**config.mk**
```make
export PLATFORM = sky130hd
export DESIGN_NAME = tm1638_spi_arbiter
export DESIGN_NICKNAME = d
export VERILOG_FILES = /design/src/rtl/tm1638_spi_arbiter.sv
export SDC_FILE = /design/constraint.sdc
export NUM_CORES = 1
export LEC_CHECK = 0
export CELL_PAD_IN_SITES_DETAIL_PLACEMENT = 0
export CELL_PAD_IN_SITES_GLOBAL_PLACEMENT = 1
export CORE_ASPECT_RATIO = 2
export CORE_UTILIZATION = 33
export DETAILED_ROUTE_END_ITERATION = 12
export PLACE_DENSITY_LB_ADDON = 0.08
export SLEW_MARGIN = 20
export SYNTH_ARGS = -nofsm -noshare
export SYNTH_HDL_FRONTEND = slang
export SYNTH_SLANG_ARGS = --single-unit
```
**constraint.sdc**
```tcl
create_clock -name i_Clk -period 3.4 [get_ports i_Clk]
set_clock_uncertainty 0.1 [all_clocks]
set_input_delay 0.85 -clock i_Clk [delete_from_list [all_inputs] [get_ports i_Clk]]
set_output_delay 0.85 -clock i_Clk [all_outputs]
set_load 0.005 [all_outputs]
```
**src/rtl/tm1638_spi_arbiter.sv**
```systemverilog
// tm1638_spi_arbiter
//   Shares one TM1638 SPI command FIFO between NUM_REQ word-stream requesters.
//   Whole packets are granted (i_Req_Last marks the final word), with round-robin
//   selection between packets. Accepted words reach o_Data/o_Write one cycle later.
//   Non-granted requesters always see o_Req_Full=1.
// Ports
//   i_Clk, i_Rst            clock, asynchronous active-low reset
//   i_Req_Data/Write/Last   per-requester word, valid, end-of-packet
//   o_Req_Full              per-requester back-pressure
//   i_SPI_FIFO_Full         downstream FIFO almost-full
//   o_Data, o_Write         word and write strobe to the SPI FIFO
//   o_Err_Overlong          sticky flag: a packet hit MAX_WORDS without Last
//   o_Diag_State/Grant      0=IDLE 1=BUSY, current/last granted requester
module tm1638_spi_arbiter #(
  parameter int NUM_REQ   = 2,
  parameter int DATA_W    = 18,
  parameter int MAX_WORDS = 32,
  localparam int GW       = (NUM_REQ > 1) ? $clog2(NUM_REQ) : 1
) (
  input  logic                      i_Clk,
  input  logic                      i_Rst,
  input  logic [NUM_REQ*DATA_W-1:0] i_Req_Data,
  input  logic [NUM_REQ-1:0]        i_Req_Write,
  input  logic [NUM_REQ-1:0]        i_Req_Last,
  output logic [NUM_REQ-1:0]        o_Req_Full,
  input  logic                      i_SPI_FIFO_Full,
  output logic [DATA_W-1:0]         o_Data,
  output logic                      o_Write,
  output logic                      o_Err_Overlong,
  output logic                      o_Diag_State,
  output logic [GW-1:0]             o_Diag_Grant
);

  typedef enum logic {IDLE = 1'b0, BUSY = 1'b1} state_t;

  state_t              state, state_nx;
  logic [GW-1:0]       grant, grant_nx;
  logic [GW-1:0]       rr_ptr, rr_ptr_nx;
  logic [GW-1:0]       grant_inc;
  logic [GW-1:0]       pick;
  logic                found;
  logic [7:0]          cnt, cnt_nx;
  logic [DATA_W-1:0]   data_nx;
  logic                write_nx;
  logic                err_nx;
  logic [DATA_W-1:0]   grant_word;
  logic                accept;

  assign grant_word = i_Req_Data[int'(grant)*DATA_W +: DATA_W];
  assign accept     = (state == BUSY) & i_Req_Write[grant] & ~i_SPI_FIFO_Full;
  assign grant_inc  = (int'(grant) == NUM_REQ-1) ? '0 : grant + 1'b1;

  // Round-robin search: first writing requester at or above rr_ptr, wrapping.
  always_comb begin
    found = 1'b0;
    pick  = '0;
    for (int unsigned i = 0; i < NUM_REQ; i++) begin
      if (!found && i_Req_Write[(int'(rr_ptr) + i) % NUM_REQ]) begin
        found = 1'b1;
        pick  = GW'((int'(rr_ptr) + i) % NUM_REQ);
      end
    end
  end

  always_comb begin
    state_nx   = state;
    grant_nx   = grant;
    rr_ptr_nx  = rr_ptr;
    cnt_nx     = cnt;
    data_nx    = o_Data;
    write_nx   = 1'b0;
    err_nx     = o_Err_Overlong;
    o_Req_Full = '1;
    case (state)
      IDLE: begin
        if (found) begin
          grant_nx = pick;
          cnt_nx   = '0;
          state_nx = BUSY;
        end
      end
      BUSY: begin
        o_Req_Full[grant] = i_SPI_FIFO_Full;
        if (accept) begin
          data_nx  = grant_word;
          write_nx = 1'b1;
          cnt_nx   = cnt + 8'd1;
          if (i_Req_Last[grant]) begin
            state_nx  = IDLE;
            rr_ptr_nx = grant_inc;
          end else if (cnt == 8'(MAX_WORDS-1)) begin
            // Overlong packet: forward this word, then release the grant.
            err_nx    = 1'b1;
            state_nx  = IDLE;
            rr_ptr_nx = grant_inc;
          end
        end
      end
      default: state_nx = IDLE;
    endcase
  end

  always_ff @(posedge i_Clk or negedge i_Rst) begin
    if (!i_Rst) begin
      state          <= IDLE;
      grant          <= '0;
      rr_ptr         <= '0;
      cnt            <= '0;
      o_Data         <= '0;
      o_Write        <= 1'b0;
      o_Err_Overlong <= 1'b0;
    end else begin
      state          <= state_nx;
      grant          <= grant_nx;
      rr_ptr         <= rr_ptr_nx;
      cnt            <= cnt_nx;
      o_Data         <= data_nx;
      o_Write        <= write_nx;
      o_Err_Overlong <= err_nx;
    end
  end

  assign o_Diag_State = (state == BUSY);
  assign o_Diag_Grant = grant;

endmodule
```
==> flow_metrics.env <==
export IMPL_synth_area_um2=1500
export IMPL_worstHoldStart="o_Err_Overlong$_DFFE_PN0P_"
export IMPL_ys_seq_area_share_pct=51.8
export IMPL_post_route_period_util_pct=91.9
export IMPL_dieWidth_um=49.7
export IMPL_clk_pin_slew_ns=0.06
export IMPL_drtIter0Drc=25
export IMPL_tightest_slew_ns=0.466
export IMPL_reg2reg_depth=5
export IMPL_cp_end_kind="output pin"
export IMPL_drv_cap=0
export IMPL_cts_tree="yes"
export IMPL_dieArea_um2=4830
export IMPL_cp_top_family="buffers and inverters"
export IMPL_required_ns=2.45
export IMPL_clockRootBuffer="clkbuf_8"
export IMPL_core_area_um2=4340
export IMPL_r2r_start="o_Diag_Grant$_DFFE_PN0P_"
export IMPL_num_fill_cells=431
export IMPL_ff_latch_area_um2=776
export IMPL_power_mw=1.68
export IMPL_synth_area_leaders="dfrtp_1 (52%), mux2i_1 (14%), a21oi_1 (7.7%)"
export IMPL_routed_wl_um=3440
export IMPL_crit_buf_inv=2
export IMPL_period_minus_slack_ns=3.12
export IMPL_die_h_um=97.3
export IMPL_power_density_nw_per_um2=729
export IMPL_yosys_area_top_type="dfrtp_1"
export IMPL_post_route_util_pct=53.1
export IMPL_globalRoute_totalOverflow=0
export IMPL_clock_sinks=31
export IMPL_routed_via_density=4.89
export IMPL_antenna_cells=0
export IMPL_dp_hpwl_um=2510
export IMPL_cpMaxStageDelayCell="clkdlybuf4s50_1"
export IMPL_cts_resized=0
export IMPL_hold_viol=0
export IMPL_ant_nets=0
export IMPL_syn_to_final_growth_pct=53.7
export IMPL_ios=67
export IMPL_clockBufferDepth=2
export IMPL_gp_congestion=0.741
export IMPL_setup_viol=0
export IMPL_drive_above_1_share_pct=6.57
export IMPL_hold_end="o_Err_Overlong$_DFFE_PN0P_"
export IMPL_antenna_found_initial=0
export IMPL_synth_xor_area_share_pct=0.584
export IMPL_wire_per_inst_um=12.9
export IMPL_path_cells="clkdlybuf4s50_1 -> or3_1 -> clkdlybuf4s50_1"
export IMPL_clk_latency_ns=0.28
export IMPL_final_nets=256
export IMPL_muxShareOfSynthArea_pct=16.3
export IMPL_regToRegEndpoint="cnt[6]$_DFFE_PN0P_"
export IMPL_arrival_ns=2.17
export IMPL_ys_types=30
export IMPL_synth_top_family_by_area="multiplexers"
export IMPL_first_pass_iters=4
export IMPL_fmaxAchievable_mhz=320
export IMPL_total_leakage_power_nw=0.983
export IMPL_crit_path_start_kind="input pin"
export IMPL_finalMaxSlewViolations=0
export IMPL_path_max_fanout=6
export IMPL_drc=0
export IMPL_vias=1305
export IMPL_syn_num_nets=188
export IMPL_synth_compound_area_share_pct=13.6
export IMPL_rsz0062_at_grt="no"
export IMPL_yosys_register_bits=31
export IMPL_peakVddDrop_mv=0.432
export IMPL_synth_warnings=0
export IMPL_synthAdderAreaFrac_pct=0.835
export IMPL_netlist_instances=144
export IMPL_multiInputGateArea_um2=662
export IMPL_holdCritPathClass="register to register"
export IMPL_yosys_area_top_type_share_pct=51.8
export IMPL_grt_max_degree=50
export IMPL_crit_top_cell="clkdlybuf4s50_1"
export IMPL_post_cts_buffers=0
export IMPL_critical_path_max_stage_delay_ns=0.53
export IMPL_status="complete, no violations"
export IMPL_min_path_cells=1
export IMPL_place_inst=259
export IMPL_grt_first_pass_wirelength_um=5930
export IMPL_rows=34
export IMPL_port_buffers=66
export IMPL_fin_hold_ws_ns=0.364
export IMPL_grt_pass1_vias=1347
export IMPL_fin_cells=267
export IMPL_postCtsHoldBufs=0
export IMPL_critical_path_class="input pin to output pin"
export IMPL_tns_ns=0
export IMPL_reg2reg_setup_slack_ns=1.64
export IMPL_start_util_pct=34.5
export IMPL_numCtsBuffers=5
export IMPL_slew_headroom_pct=68.9
export IMPL_htree_levels=2
export IMPL_yosys_area_share_simple_pct=12.9
export IMPL_grtUsageTotal_pct=16.1
export IMPL_avgSynthCellArea_um2=10.4
## cells in the mapped netlist
cell      number
inv_1          4
mux2i_1       21
buf_4          3
or3_1          1
mux2i_4        1
dfrtp_1       31
nor3b_1        1
and4_1         2
nand4_1        3
o21ai_1        1
o22a_1         1
o22ai_1        1
xnor2_1        1
nor3_4         1
o21ai_0        4
a21bo_2        1
clkbuf_1       1
nand2_1        8
buf_2          4
a22o_1         1
ha_1           1
nor2_1        20
a22oi_1        1
nand3_1        2
a41o_1         1
nor4_1         1
a31oi_1        2
mux2_2         1
nor3_1         1
a21oi_1       23
## power breakdown
group,internal [mW],switching (mW)
Combinational,0.437,0.296
Sequential,0.517,0.113
Clock,0.184,0.131
## worst max-delay path by stage
| stage | slack [ns] | end | startpoint | depth (start not counted) |
|---|---|---|---|---|
| after floorplan | 1.29 | o_Req_Full[0] | i_SPI_FIFO_Full | 1 |
| after global placement | 0.31 | o_Req_Full[0] | i_SPI_FIFO_Full | 3 |
| after detailed placement | 0.27 | o_Req_Full[0] | i_SPI_FIFO_Full | 3 |
| after CTS | 0.27 | o_Req_Full[0] | i_SPI_FIFO_Full | 3 |
| after global routing | 0.22 | o_Req_Full[0] | i_SPI_FIFO_Full | 3 |
| final | 0.28 | o_Req_Full[0] | i_SPI_FIFO_Full | 3 |
## final cells by class
cell class                 instances  area share (%)
tap                               54            2.93
clock buffer                       8            4.35
multi-input combinational        101            28.7
timing repair buffer              69            29.7
inverter                           4           0.652
sequential                        31            33.7
## placed cells by master, fill, tap and decap left out, types with 2 or more instances in the layout
cell type,instances
a21oi_1,23
a31oi_1,2
and4_1,2
buf_4,3
clkbuf_8,7
clkdlybuf4s50_1,66
dfrtp_1,31
inv_1,4
mux2i_1,21
nand2_1,8
nand3_1,2
nand4_1,3
nor2_1,20
o21ai_0,4
## stage by stage
stage / setup WS, ns / area, um2
after global placement: 0.307 / 2200
after CTS: 0.268 / 2300
final: 0.277 / 2300
after global routing: 0.222 / 2300
after floorplan: 1.29 / 1500
after detailed placement: 0.273 / 2200
## flip-flops by register name, summed over array words and instances, names as in the netlist
register / flops
cnt: 8
o_Data: 18
o_Diag_Grant: 1
o_Diag_State: 1
o_Err_Overlong: 1
o_Write: 1
rr_ptr: 1
## metal layers
metal	track usage [%]	up-vias	part of all wire [%]
li1	-	648	-
met4	8.13	0	2.4
met1	16.7	605	38
met3	5.63	6	6.6
met5	0	-	0
met2	27.4	46	53
## cells by family after synthesis
| family | Yosys count |
|---|---|
| multiplexers | 23 |
| AND/OR/NAND/NOR | 40 |
| buffers and inverters | 12 |
| XOR/XNOR | 1 |
| AO/OA/AOI/OAI | 36 |
| flip-flops | 31 |
| adder cells (fa/ha/maj) | 1 |
Power figures use the tool's default switching activity.
